--- config.mk ---
export PLATFORM = sky130hd
export DESIGN_NAME = watch_set_ctrl
export DESIGN_NICKNAME = d
export VERILOG_FILES = /design/src/rtl/watch_set_ctrl.sv
export SDC_FILE = /design/constraint.sdc
export NUM_CORES = 1
export LEC_CHECK = 0
export ABC_CLOCK_PERIOD_IN_PS = 4800
export CAP_MARGIN = 40
export CORE_MARGIN = 5
export CORE_UTILIZATION = 39
export DETAILED_ROUTE_END_ITERATION = 7
export PLACE_DENSITY = 0.67
export SETUP_SLACK_MARGIN = 0.2
export SLEW_MARGIN = 20
export SYNTH_ARGS = -nofsm -noshare
export SYNTH_HDL_FRONTEND = slang
export SYNTH_SLANG_ARGS = --single-unit
--- constraint.sdc ---
create_clock -name clk -period 4.8 [get_ports clk]
set_clock_uncertainty 0.15 [all_clocks]
set_input_delay 0.72 -clock clk [delete_from_list [all_inputs] [get_ports clk]]
set_output_delay 0.72 -clock clk [all_outputs]
set_load 0.01 [all_outputs]
--- src/rtl/watch_set_ctrl.sv ---
// Button-driven time-setting controller: snapshots the running time, edits it field by field, then strobes a load.
// Define WATCH_SET_AUTOREPEAT_EN to enable hold-to-repeat stepping of up/down.
module watch_set_ctrl #(
  parameter logic [31:0] HOLD_CYC    = 32'd50_000_000,
  parameter logic [31:0] RPT_CYC     = 32'd10_000_000,
  parameter logic [31:0] TIMEOUT_CYC = 32'd500_000_000
) (
  input  logic        clk,
  input  logic        rst,
  input  logic [47:0] cur_time,
  input  logic        btn_mode,
  input  logic        btn_up,
  input  logic        btn_down,
  input  logic        btn_cancel,
  output logic        set_time,
  output logic [47:0] bin_time,
  output logic        editing,
  output logic [2:0]  field_sel
);

  typedef enum logic [2:0] {
    IDLE   = 3'd0,
    E_YEAR = 3'd1,
    E_MON  = 3'd2,
    E_DAY  = 3'd3,
    E_HOUR = 3'd4,
    E_MIN  = 3'd5,
    E_SEC  = 3'd6,
    COMMIT = 3'd7
  } state_t;

  localparam int BTN_MODE   = 0;
  localparam int BTN_UP     = 1;
  localparam int BTN_DOWN   = 2;
  localparam int BTN_CANCEL = 3;

  state_t      state_reg, state_next;
  logic [47:0] buf_reg, buf_next;
  logic [31:0] to_cnt_reg, to_cnt_next;
  logic [3:0]  btn_lvl, lvl_prev_reg, press_reg;
  logic        in_edit, any_press, timeout_hit;
  logic        step_up, step_dn, rpt_up, rpt_dn;
  logic [7:0]  mon_stepped;

  function automatic logic [7:0] max_day(input logic [7:0] month);
    case (month)
      8'd2:                    return 8'd28;
      8'd4, 8'd6, 8'd9, 8'd11: return 8'd30;
      default:                 return 8'd31;
    endcase
  endfunction

  // Out-of-range values snap to the minimum regardless of direction.
  function automatic logic [7:0] step_field(input logic [7:0] v, input logic [7:0] lo,
                                            input logic [7:0] hi, input logic up);
    if (v < lo || v > hi) return lo;
    if (up) return (v == hi) ? lo : v + 8'd1;
    return (v == lo) ? hi : v - 8'd1;
  endfunction

  if (HOLD_CYC == 32'd0 || RPT_CYC == 32'd0) begin : g_bad_repeat_cfg
    $error("HOLD_CYC and RPT_CYC must be nonzero");
  end

  assign btn_lvl = {btn_cancel, btn_down, btn_up, btn_mode};

  always_ff @(posedge clk or negedge rst) begin
    if (!rst) begin
      lvl_prev_reg <= 4'b0;
      press_reg    <= 4'b0;
    end else begin
      lvl_prev_reg <= btn_lvl;
      press_reg    <= btn_lvl & ~lvl_prev_reg;
    end
  end

  assign in_edit   = (state_reg inside {E_YEAR, E_MON, E_DAY, E_HOUR, E_MIN, E_SEC});
  assign any_press = |press_reg;
  assign timeout_hit = (TIMEOUT_CYC != 32'd0) && in_edit && !any_press &&
                       (to_cnt_reg == TIMEOUT_CYC - 32'd1);
  assign to_cnt_next = (in_edit && !any_press && !timeout_hit) ? to_cnt_reg + 32'd1 : 32'd0;

`ifdef WATCH_SET_AUTOREPEAT_EN
  logic [31:0] hold_cnt_reg, rpt_cnt_reg;
  logic        hold_active, rpt_fire;

  // Exactly one of up/down held, nothing else held, and the state is not about to move.
  assign hold_active = in_edit && (lvl_prev_reg[BTN_UP] ^ lvl_prev_reg[BTN_DOWN]) &&
                       !lvl_prev_reg[BTN_MODE] && !lvl_prev_reg[BTN_CANCEL] &&
                       (state_next == state_reg);
  assign rpt_fire = hold_active && (hold_cnt_reg == HOLD_CYC) && (rpt_cnt_reg == 32'd0);
  assign rpt_up   = rpt_fire & lvl_prev_reg[BTN_UP];
  assign rpt_dn   = rpt_fire & lvl_prev_reg[BTN_DOWN];

  always_ff @(posedge clk or negedge rst) begin
    if (!rst) begin
      hold_cnt_reg <= 32'd0;
      rpt_cnt_reg  <= 32'd0;
    end else if (!hold_active) begin
      hold_cnt_reg <= 32'd0;
      rpt_cnt_reg  <= 32'd0;
    end else if (hold_cnt_reg != HOLD_CYC) begin
      hold_cnt_reg <= hold_cnt_reg + 32'd1;
    end else begin
      rpt_cnt_reg <= (rpt_cnt_reg == RPT_CYC - 32'd1) ? 32'd0 : rpt_cnt_reg + 32'd1;
    end
  end
`else
  assign rpt_up = 1'b0;
  assign rpt_dn = 1'b0;
`endif

  assign step_up = (press_reg[BTN_UP] & ~press_reg[BTN_DOWN]) | rpt_up;
  assign step_dn = (press_reg[BTN_DOWN] & ~press_reg[BTN_UP]) | rpt_dn;

  always_ff @(posedge clk or negedge rst) begin
    if (!rst) begin
      state_reg  <= IDLE;
      buf_reg    <= 48'd0;
      to_cnt_reg <= 32'd0;
    end else begin
      state_reg  <= state_next;
      buf_reg    <= buf_next;
      to_cnt_reg <= to_cnt_next;
    end
  end

  always_comb begin
    state_next = state_reg;
    case (state_reg)
      IDLE: begin
        if (press_reg[BTN_MODE]) state_next = E_YEAR;
      end
      COMMIT: state_next = IDLE;
      default: begin
        if (press_reg[BTN_CANCEL] || timeout_hit) begin
          state_next = IDLE;
        end else if (press_reg[BTN_MODE]) begin
          state_next = (state_reg == E_SEC) ? COMMIT : state_t'(state_reg + 3'd1);
        end
      end
    endcase
  end

  always_comb begin
    buf_next    = buf_reg;
    mon_stepped = step_field(buf_reg[39:32], 8'd1, 8'd12, step_up);
    if (state_reg == IDLE) begin
      if (press_reg[BTN_MODE]) buf_next = cur_time;
    end else if (in_edit && !press_reg[BTN_CANCEL] && !press_reg[BTN_MODE] &&
                 !timeout_hit && (step_up ^ step_dn)) begin
      case (state_reg)
        E_YEAR: buf_next[47:40] = step_field(buf_reg[47:40], 8'd0, 8'd255, step_up);
        E_MON: begin
          // Day follows the new month's length in the same cycle.
          buf_next[39:32] = mon_stepped;
          if (buf_reg[31:24] > max_day(mon_stepped)) buf_next[31:24] = max_day(mon_stepped);
        end
        E_DAY:  buf_next[31:24] = step_field(buf_reg[31:24], 8'd1, max_day(buf_reg[39:32]), step_up);
        E_HOUR: buf_next[23:16] = step_field(buf_reg[23:16], 8'd0, 8'd23, step_up);
        E_MIN:  buf_next[15:8]  = step_field(buf_reg[15:8],  8'd0, 8'd59, step_up);
        E_SEC:  buf_next[7:0]   = step_field(buf_reg[7:0],   8'd0, 8'd59, step_up);
        default: ;
      endcase
    end
  end

  always_comb begin
    set_time  = (state_reg == COMMIT);
    editing   = in_edit;
    field_sel = in_edit ? 3'(state_reg) : 3'd0;
    bin_time  = buf_reg;
  end

endmodule

==> implementation parameters, run 1 <==
Parameter                              Value

Drt
  Number of vias per cell ... 5.57
  Initial drt markers ... 399
  Average routed wire per standard cell ... 16.3 um
  Detail Route Antenna Nets ... 0
  Total Routed Length ... 17.7 mm
  DRC violations left ... 0
  Total number of vias ... 6,051
  Total iterations of the first detailed-routing run ... 5

Status
  Result of the run ... finished clean

Cells and area
  Post-layout net count ... 944
  Layout filler cell count ... 1,558
  Antenna diode count ... 0
  Share of layout cells above drive strength 1 ... 0.0542
  Sequential cell area ... 0.00228 mm^2
  Area growth syn-to-layout ... 23.2%
  Area of the multi-input gates ... 0.00392 mm^2
  Max FFs per register ... 48

CTS
  Count of hold buffers inserted by post-cts repair ... 0
  TritonCTS sink count ... 91
  Clock-pin slew of the registers on the worst-case setup and hold paths ... 0.07 ns
  Clock root buffer ... sky130_fd_sc_hd__clkbuf_16
  Maximum level of the CTS H-tree ... 3
  Count of instances resized after the clock tree is built ... 0
  Deepest clock path buffer count ... 2
  TritonCTS clock tree ... done
  Clock latency of the later-clocked register in the worst-skew pair ... 0.35 ns
  Post CTS Setup Buffer Count ... 0
  CTS buffer count ... 9

Yosys
  Count of distinct cell types in the synthesized netlist ... 74
  Netlist Area Pre-Place ... 0.00654 mm^2
  Proportion of synthesized flip-flops having asynchronous set or reset ... 1.00
  Top FF cell, synth ... sky130_fd_sc_hd__dfrtp_1
  Mapped Avg Cell Area ... 8.36 um^2
  Number of nets in the synthesized netlist ... 864
  Number of flops mapped to enable cells by yosys ... 0
  Ys Warns ... 0
  Synth Register Bits ... 91
  Sequential share of the synthesized area ... 0.348
  Number of instances in the synthesized netlist ... 782

Global route
  Global-route wire length before repair ... 29.7 mm
  Vias in the first global route ... 5,827
  GRT Resource Usage Total ... 0.182
  Pin count of the biggest net entering global routing ... 55
  Number of antenna violations at the first check in global routing ... 1
  Total gr overflow ... 0

STA
  Max Fclk ... 254 MHz
  Worst rel slew slack ... 0.491
  Fin Setup TNS ... 0 ns
  Setup repair after global routing missed its margin ... false
  Final Setup Violations ... 0
  Tightest Pin Transition ... 0.754 ns
  Final count of hold timing violations ... 0
  Pins Over Slew Limit ... 0
  Min Clock Period, post-route ... 3.93 ns
  Final period utilization ... 0.819
  Final Hold Slack ... 0.215 ns

Run
  Max-cap check violation count ... 0

Floorplanning
  Die Height ... 139 um
  Rows ... 47
  Die Outline Area ... 0.0195 mm^2
  Initial Util ... 0.396
  Die width ... 139 um
  Ports ... 107
  Standard cell core area ... 0.0165 mm^2

Critical path
  Required @ worst endpoint ... 4.93 ns
  R2R depth ... 14
  Startpoint class of the critical path ... flip-flop
  Classification of the worst setup path ... flip-flop to flip-flop
  Capturing element type of the critical path ... flip-flop
  Critical Path Fanout Max ... 15
  Worst path arrival time ... 4.06 ns

Power and ir drop
  Total power ... 4.69 mW
  Leakage power summed over all cells ... 3.21 nW
  Cell area power density ... 582 mW/mm^2
  Highest ir drop seen on vdd ... 0.000315 V

Placement
  Half-perimeter wire length of the detailed placement result ... 13.0 mm
  Number of port buffers ... 106
  GP Congestion ... 0.894

Min path
  Class of the worst hold path ... input port to asynchronous set/reset pin
cells in the final DEF, fill, tap and decap left out, types with 4 or more instances in the layout:
cell type                         instances
sky130_fd_sc_hd__nor2_1                  75
sky130_fd_sc_hd__and2_1                   9
sky130_fd_sc_hd__clkdlybuf4s50_1        105
sky130_fd_sc_hd__o211ai_1                 8
sky130_fd_sc_hd__nor2b_1                  9
sky130_fd_sc_hd__a31oi_1                  9
sky130_fd_sc_hd__o21ai_0                 47
sky130_fd_sc_hd__a22oi_1                 10
sky130_fd_sc_hd__inv_1                   35
sky130_fd_sc_hd__nand2b_1                 4
sky130_fd_sc_hd__or3_1                    7
sky130_fd_sc_hd__o31ai_1                  4
sky130_fd_sc_hd__a221oi_1                 4
sky130_fd_sc_hd__a21o_1                   4
sky130_fd_sc_hd__nand4b_1                 5
sky130_fd_sc_hd__buf_4                    6
sky130_fd_sc_hd__mux2_2                   5
sky130_fd_sc_hd__a21boi_0                 4
sky130_fd_sc_hd__o21ai_1                  5
sky130_fd_sc_hd__nand4_1                 17
sky130_fd_sc_hd__a22o_1                   4
sky130_fd_sc_hd__xnor2_1                 30
sky130_fd_sc_hd__o22ai_1                  6
sky130_fd_sc_hd__and3_1                  15
sky130_fd_sc_hd__nand2_1                 79
sky130_fd_sc_hd__o31a_1                   5
sky130_fd_sc_hd__a211oi_1                 4
sky130_fd_sc_hd__ha_1                    27
sky130_fd_sc_hd__dfrtp_1                 91
sky130_fd_sc_hd__nor3_1                  28
sky130_fd_sc_hd__nand3_1                 41
sky130_fd_sc_hd__a21oi_1                 47
sky130_fd_sc_hd__clkbuf_16                9
sky130_fd_sc_hd__nor4_1                   5
sky130_fd_sc_hd__and4_1                   8
sky130_fd_sc_hd__xor2_1                  26
report_power, final:
part	switching [mW]	total [mW]	leakage, nW	internal (mW)
Clock	0.317	0.735	0.145	0.418
Sequential	0.434	1.40	1.16	0.970
Combinational	1.37	2.55	1.91	1.18
cells by family after synthesis:
| family | Yosys count | share of synthesized area |
|---|---|---|
| buffers and inverters | 80 | 0.0542 |
| AND/OR/NAND/NOR | 326 | 0.256 |
| AO/OA/AOI/OAI | 194 | 0.202 |
| multiplexers | 7 | 0.0117 |
| flip-flops | 91 | 0.348 |
| adder cells (fa/ha/maj) | 28 | 0.0536 |
| XOR/XNOR | 56 | 0.0750 |
stage by stage:
stage	instance area, um^2	util	setup slack, ns	instances
global route	8050	0.487	0.529	1087
global placement	7700	0.466	0.963	1068
floorplan	6540	-	1.33	782
CTS	8010	0.485	0.899	1085
detailed placement	7710	0.467	0.908	1069
finish	8050	0.487	0.867	1087
critical path, cell delays in order (launching register included):
cell and delay [ns]:
sky130_fd_sc_hd__dfrtp_1 0.51, sky130_fd_sc_hd__inv_1 0.13, sky130_fd_sc_hd__ha_1 0.32, sky130_fd_sc_hd__a2111oi_0 0.42, sky130_fd_sc_hd__a211oi_1 0.19, sky130_fd_sc_hd__or3b_2 0.49
sky130_fd_sc_hd__o22ai_1 0.12, sky130_fd_sc_hd__nand2_1 0.07, sky130_fd_sc_hd__ha_1 0.27, sky130_fd_sc_hd__nand2_1 0.05, sky130_fd_sc_hd__o211ai_1 0.07, sky130_fd_sc_hd__a31oi_1 0.14
sky130_fd_sc_hd__a41oi_4 0.49, sky130_fd_sc_hd__mux2_2 0.38, sky130_fd_sc_hd__o21ai_1 0.07
synth_stat cells, drive strengths merged, types with 10 or more instances:
library cell  number  area, um^2
ha                28         350
nand3             41         205
a22oi             10        75.1
o21ai             52         260
dfrtp             91        2280
and3              15        93.8
clkbuf            35         131
nand2             79         297
nand4             18         119
buf               10        91.3
nor2b             10        62.6
xnor2             30         263
inv               35         131
xor2              26         228
a21oi             47         235
nor3              28         140
nor2              75         282
cell type report:
cell class,instances,area share
multi-input cells,611,0.486
clock buffers,10,0.0297
well taps,220,0.0342
flip-flops and latches,91,0.283
inverters,35,0.0163
repair buffers,114,0.143
clock inverters,6,0.00792
final timing paths:
path | slack, ns | to | start
setup / recovery | 0.87 | bin_time[24] | bin_time[32]
hold / removal | 0.21 | bin_time[28] | rst
setup reg to reg | 0.87 | bin_time[24] | bin_time[32]
hold reg to reg | 0.23 | press_reg[2] | lvl_prev_reg[2]
max in group asynchronous | 3.83 | to_cnt_reg[7] | rst
min in group clk | 0.23 | press_reg[2] | lvl_prev_reg[2]
metal layers:
metal  vias up  global-route usage  wire length (um)
met3        31              0.0316               760
met2       153               0.302              8570
li1       2983                   -                 -
met4         2              0.0602               388
met1      2882               0.241              7950
met5         -                   0                13
Power figures use the tool's default switching activity.
==> inputs of run 2 (changes only) <==
--- a/config.mk
+++ b/config.mk
@@ -5,12 +5,12 @@
 export SDC_FILE = /design/constraint.sdc
 export NUM_CORES = 1
 export LEC_CHECK = 0
-export ABC_CLOCK_PERIOD_IN_PS = 4800
+export ABC_CLOCK_PERIOD_IN_PS = 3500
 export CAP_MARGIN = 40
 export CORE_MARGIN = 5
 export CORE_UTILIZATION = 39
 export DETAILED_ROUTE_END_ITERATION = 7
-export PLACE_DENSITY = 0.67
+export PLACE_DENSITY = 0.7
 export SETUP_SLACK_MARGIN = 0.2
 export SLEW_MARGIN = 20
 export SYNTH_ARGS = -nofsm -noshare
==> constraint.sdc (replaced) <==
create_clock -name clk -period 3.5 [get_ports clk]
set_clock_uncertainty 0.15 [all_clocks]
set_input_delay 0.525 -clock clk [delete_from_list [all_inputs] [get_ports clk]]
set_output_delay 0.525 -clock clk [all_outputs]
set_load 0.01 [all_outputs]
==> implementation parameters, run 2 (synthesized netlist as in run 1, its figures left out) <==
Parameter                              Value

Critical path
  Worst path arrival time ... 3.48 ns (-0.58 ns)
  CP max stage cell ... sky130_fd_sc_hd__dfrtp_2
  Count of buffering cells on the critical path with inverters included ... 0 (-1)
  Stage delay of the slowest cell on the critical path ... 0.43 ns (-0.08 ns)
  Critical Path Fanout Max ... 6 (-9)
  Capturing element type of the critical path ... flip-flop
  R2R Path Start ... bin_time[33]
  Reg2reg end ... bin_time[24]
  Cell-by-cell listing of the critical path ... o31a_1, a211o_1, a211oi_2, nand2_2, nor3_2, ha_1, nor2b_1, o211ai_1, a31oi_2, a41oi_4, mux2_4, o21ai_2
  Required @ worst endpoint ... 3.63 ns (-1.30 ns)
  Startpoint class of the critical path ... flip-flop
  Classification of the worst setup path ... flip-flop to flip-flop
  Cell class contributing the biggest share of worst-path delay ... compound AO/OA/AOI/OAI gates
  Register-to-register setup slack ... 0.14 ns (-0.72 ns)
  R2R depth ... 12 (-2)

CTS
  TritonCTS clock tree ... done
  TritonCTS sink count ... 91 (unchanged)
  Clock-pin slew of the registers on the worst-case setup and hold paths ... 0.07 ns (about the same)
  CTS buffer count ... 9 (unchanged)
  Deepest clock path buffer count ... 2 (unchanged)
  Clock latency of the later-clocked register in the worst-skew pair ... 0.35 ns (about the same)
  Clock root buffer ... sky130_fd_sc_hd__clkbuf_16
  Maximum level of the CTS H-tree ... 3 (unchanged)

Global route
  GRT Resource Usage Total ... 0.182 (about the same)
  Number of antenna violations at the first check in global routing ... 0 (-1)
  Vias in the first global route ... 5,972 (+2.5%)
  Total gr overflow ... 0 (unchanged)
  Global-route wire length before repair ... 29.8 mm (+0.54%)
  Pin count of the biggest net entering global routing ... 54 (-1.8%)

Cells and area
  Most common cell after layout, fill and taps aside ... sky130_fd_sc_hd__clkdlybuf4s50_1
  Area growth syn-to-layout ... 29.3%
  Max FFs per register ... 48 (unchanged)
  Layout filler cell count ... 1,503 (-3.5%)
  Commonest non-fill, non-tap cells in the layout ... sky130_fd_sc_hd__clkdlybuf4s50_1, sky130_fd_sc_hd__dfrtp_1, sky130_fd_sc_hd__nor2_1, sky130_fd_sc_hd__nand2_1, sky130_fd_sc_hd__a21oi_1
  Antenna diode count ... 0 (unchanged)
  Post-layout net count ... 974 (+3.2%)
  End-of-flow core utilization ... 0.512 (+0.0244)
  Share of layout cells above drive strength 1 ... 0.118 (+0.0640)

Power and ir drop
  Leakage power summed over all cells ... 3.39 nW (+5.5%)
  Cell area power density ... 834 mW/mm^2 (+43%)
  Highest ir drop seen on vdd ... 0.000378 V (+20%)

STA
  Tightest Pin Transition ... 0.750 ns (-0.00315 ns)
  Setup repair after global routing missed its margin ... true
  Final period utilization ... 0.959 (+0.139)
  Final Setup Violations ... 0 (unchanged)
  Worst rel slew slack ... 0.493 (+0.00213)
  Max Fclk ... 298 MHz (+17%)
  Final Hold Slack ... -0.00698 ns (-0.222 ns)
  Final count of hold timing violations ... 2 (+2)
  Pins Over Slew Limit ... 0 (unchanged)
  Min Clock Period, post-route ... 3.36 ns (-0.578 ns)
  Fin Setup TNS ... 0 ns (unchanged)

Drt
  Detail Route Antenna Nets ... 0 (unchanged)
  Initial drt markers ... 414 (+3.8%)
  Total number of vias ... 6,212 (+2.7%)
  DRC violations left ... 0 (unchanged)
  Average routed wire per standard cell ... 16.3 um (about the same)
  Number of vias per cell ... 5.56 (about the same)
  Total Routed Length ... 18.2 mm (+2.8%)
  Total iterations of the first detailed-routing run ... 5 (unchanged)

Status
  Violated checks ... negative hold slack
  Result of the run ... finished with violations

Floorplanning
  Die Height ... 139 um (unchanged)
  Standard cell core area ... 0.0165 mm^2 (unchanged)
  Initial Util ... 0.396 (unchanged)
  Die width ... 139 um (unchanged)
  Die Outline Area ... 0.0195 mm^2 (unchanged)
  Rows ... 47 (unchanged)
  Ports ... 107 (unchanged)

Run
  Max-cap check violation count ... 0 (unchanged)

Placement
  GP Congestion ... 0.912 (+2.0%)
  Half-perimeter wire length of the detailed placement result ... 13.1 mm (+0.42%)
  Number of port buffers ... 106 (unchanged)

Min path
  Class of the worst hold path ... input port to asynchronous set/reset pin
[run 2: per-stage QoR]
step                      hold slack (ns)  instances  cell area [um^2]  total power, mW  worst slack [ns]
final                            -0.00698       1117              8460             7.05             0.145
after global routing               0.0382       1117              8460             7.61            0.0389
after CTS                         0.00953       1111              8320             6.77             0.188
after detailed placement            0.240       1090              7890             5.60            0.0435
after global placement              0.235       1090              7890             5.56            0.0913
after floorplan                    0.0794        782              6550             4.18             0.223
[run 2: routing by layer]
metal	up-vias	share of wire	track usage
met5	-	0	0
li1	3053	-	-
met1	2965	0.45	0.240
met4	0	0.011	0.0433
met3	20	0.051	0.0336
met2	174	0.49	0.310
[run 2: where the power goes]
part | internal (mW) | switching, mW
clock network | 0.573 | 0.425
logic | 2.01 | 2.15
registers | 1.34 | 0.564
total | 3.92 | 3.14
[run 2: layout make-up]
| class | count | area (um^2) | area share |
|---|---|---|---|
| Clock inverter | 6 | 63.8 | 0.00755 |
| Inverter | 35 | 131 | 0.0155 |
| Clock buffer | 10 | 239 | 0.0283 |
| Multi-Input combinational cell | 611 | 4090 | 0.483 |
| Tap cell | 220 | 275 | 0.0326 |
| Timing Repair Buffer | 144 | 1380 | 0.163 |
| Sequential cell | 91 | 2280 | 0.270 |
[run 2: worst max-delay path by stage]
stage	from	endpoint	slack, ns	cells past startpoint
5_1_grt	bin_time[32]	bin_time[24]	0.04	14
2_1_floorplan	bin_time[32]	bin_time[24]	0.22	14
4_1_cts	bin_time[32]	bin_time[24]	0.19	14
3_5_place_dp	bin_time[32]	bin_time[24]	0.04	14
3_3_place_gp	bin_time[32]	bin_time[24]	0.09	14
6_report	bin_time[33]	bin_time[24]	0.14	12
[run 2: timing repair]
action                                  in CTS  in global routing
resized for setup                           18                 28
endpoints found under the setup margin       8                 11
hold buffers                                 0                  0
pin swaps                                   11                 14
setup buffers                                5                  6
hold endpoints to repair                     0                  0
==> inputs of run 3 (changes only) <==
--- a/config.mk
+++ b/config.mk
@@ -5,7 +5,6 @@
 export SDC_FILE = /design/constraint.sdc
 export NUM_CORES = 1
 export LEC_CHECK = 0
-export ABC_CLOCK_PERIOD_IN_PS = 3500
 export CAP_MARGIN = 40
 export CORE_MARGIN = 5
 export CORE_UTILIZATION = 39
==> results of run 3 <==
Same layout as run 2: the final DEF is identical, and so are final timing and power.
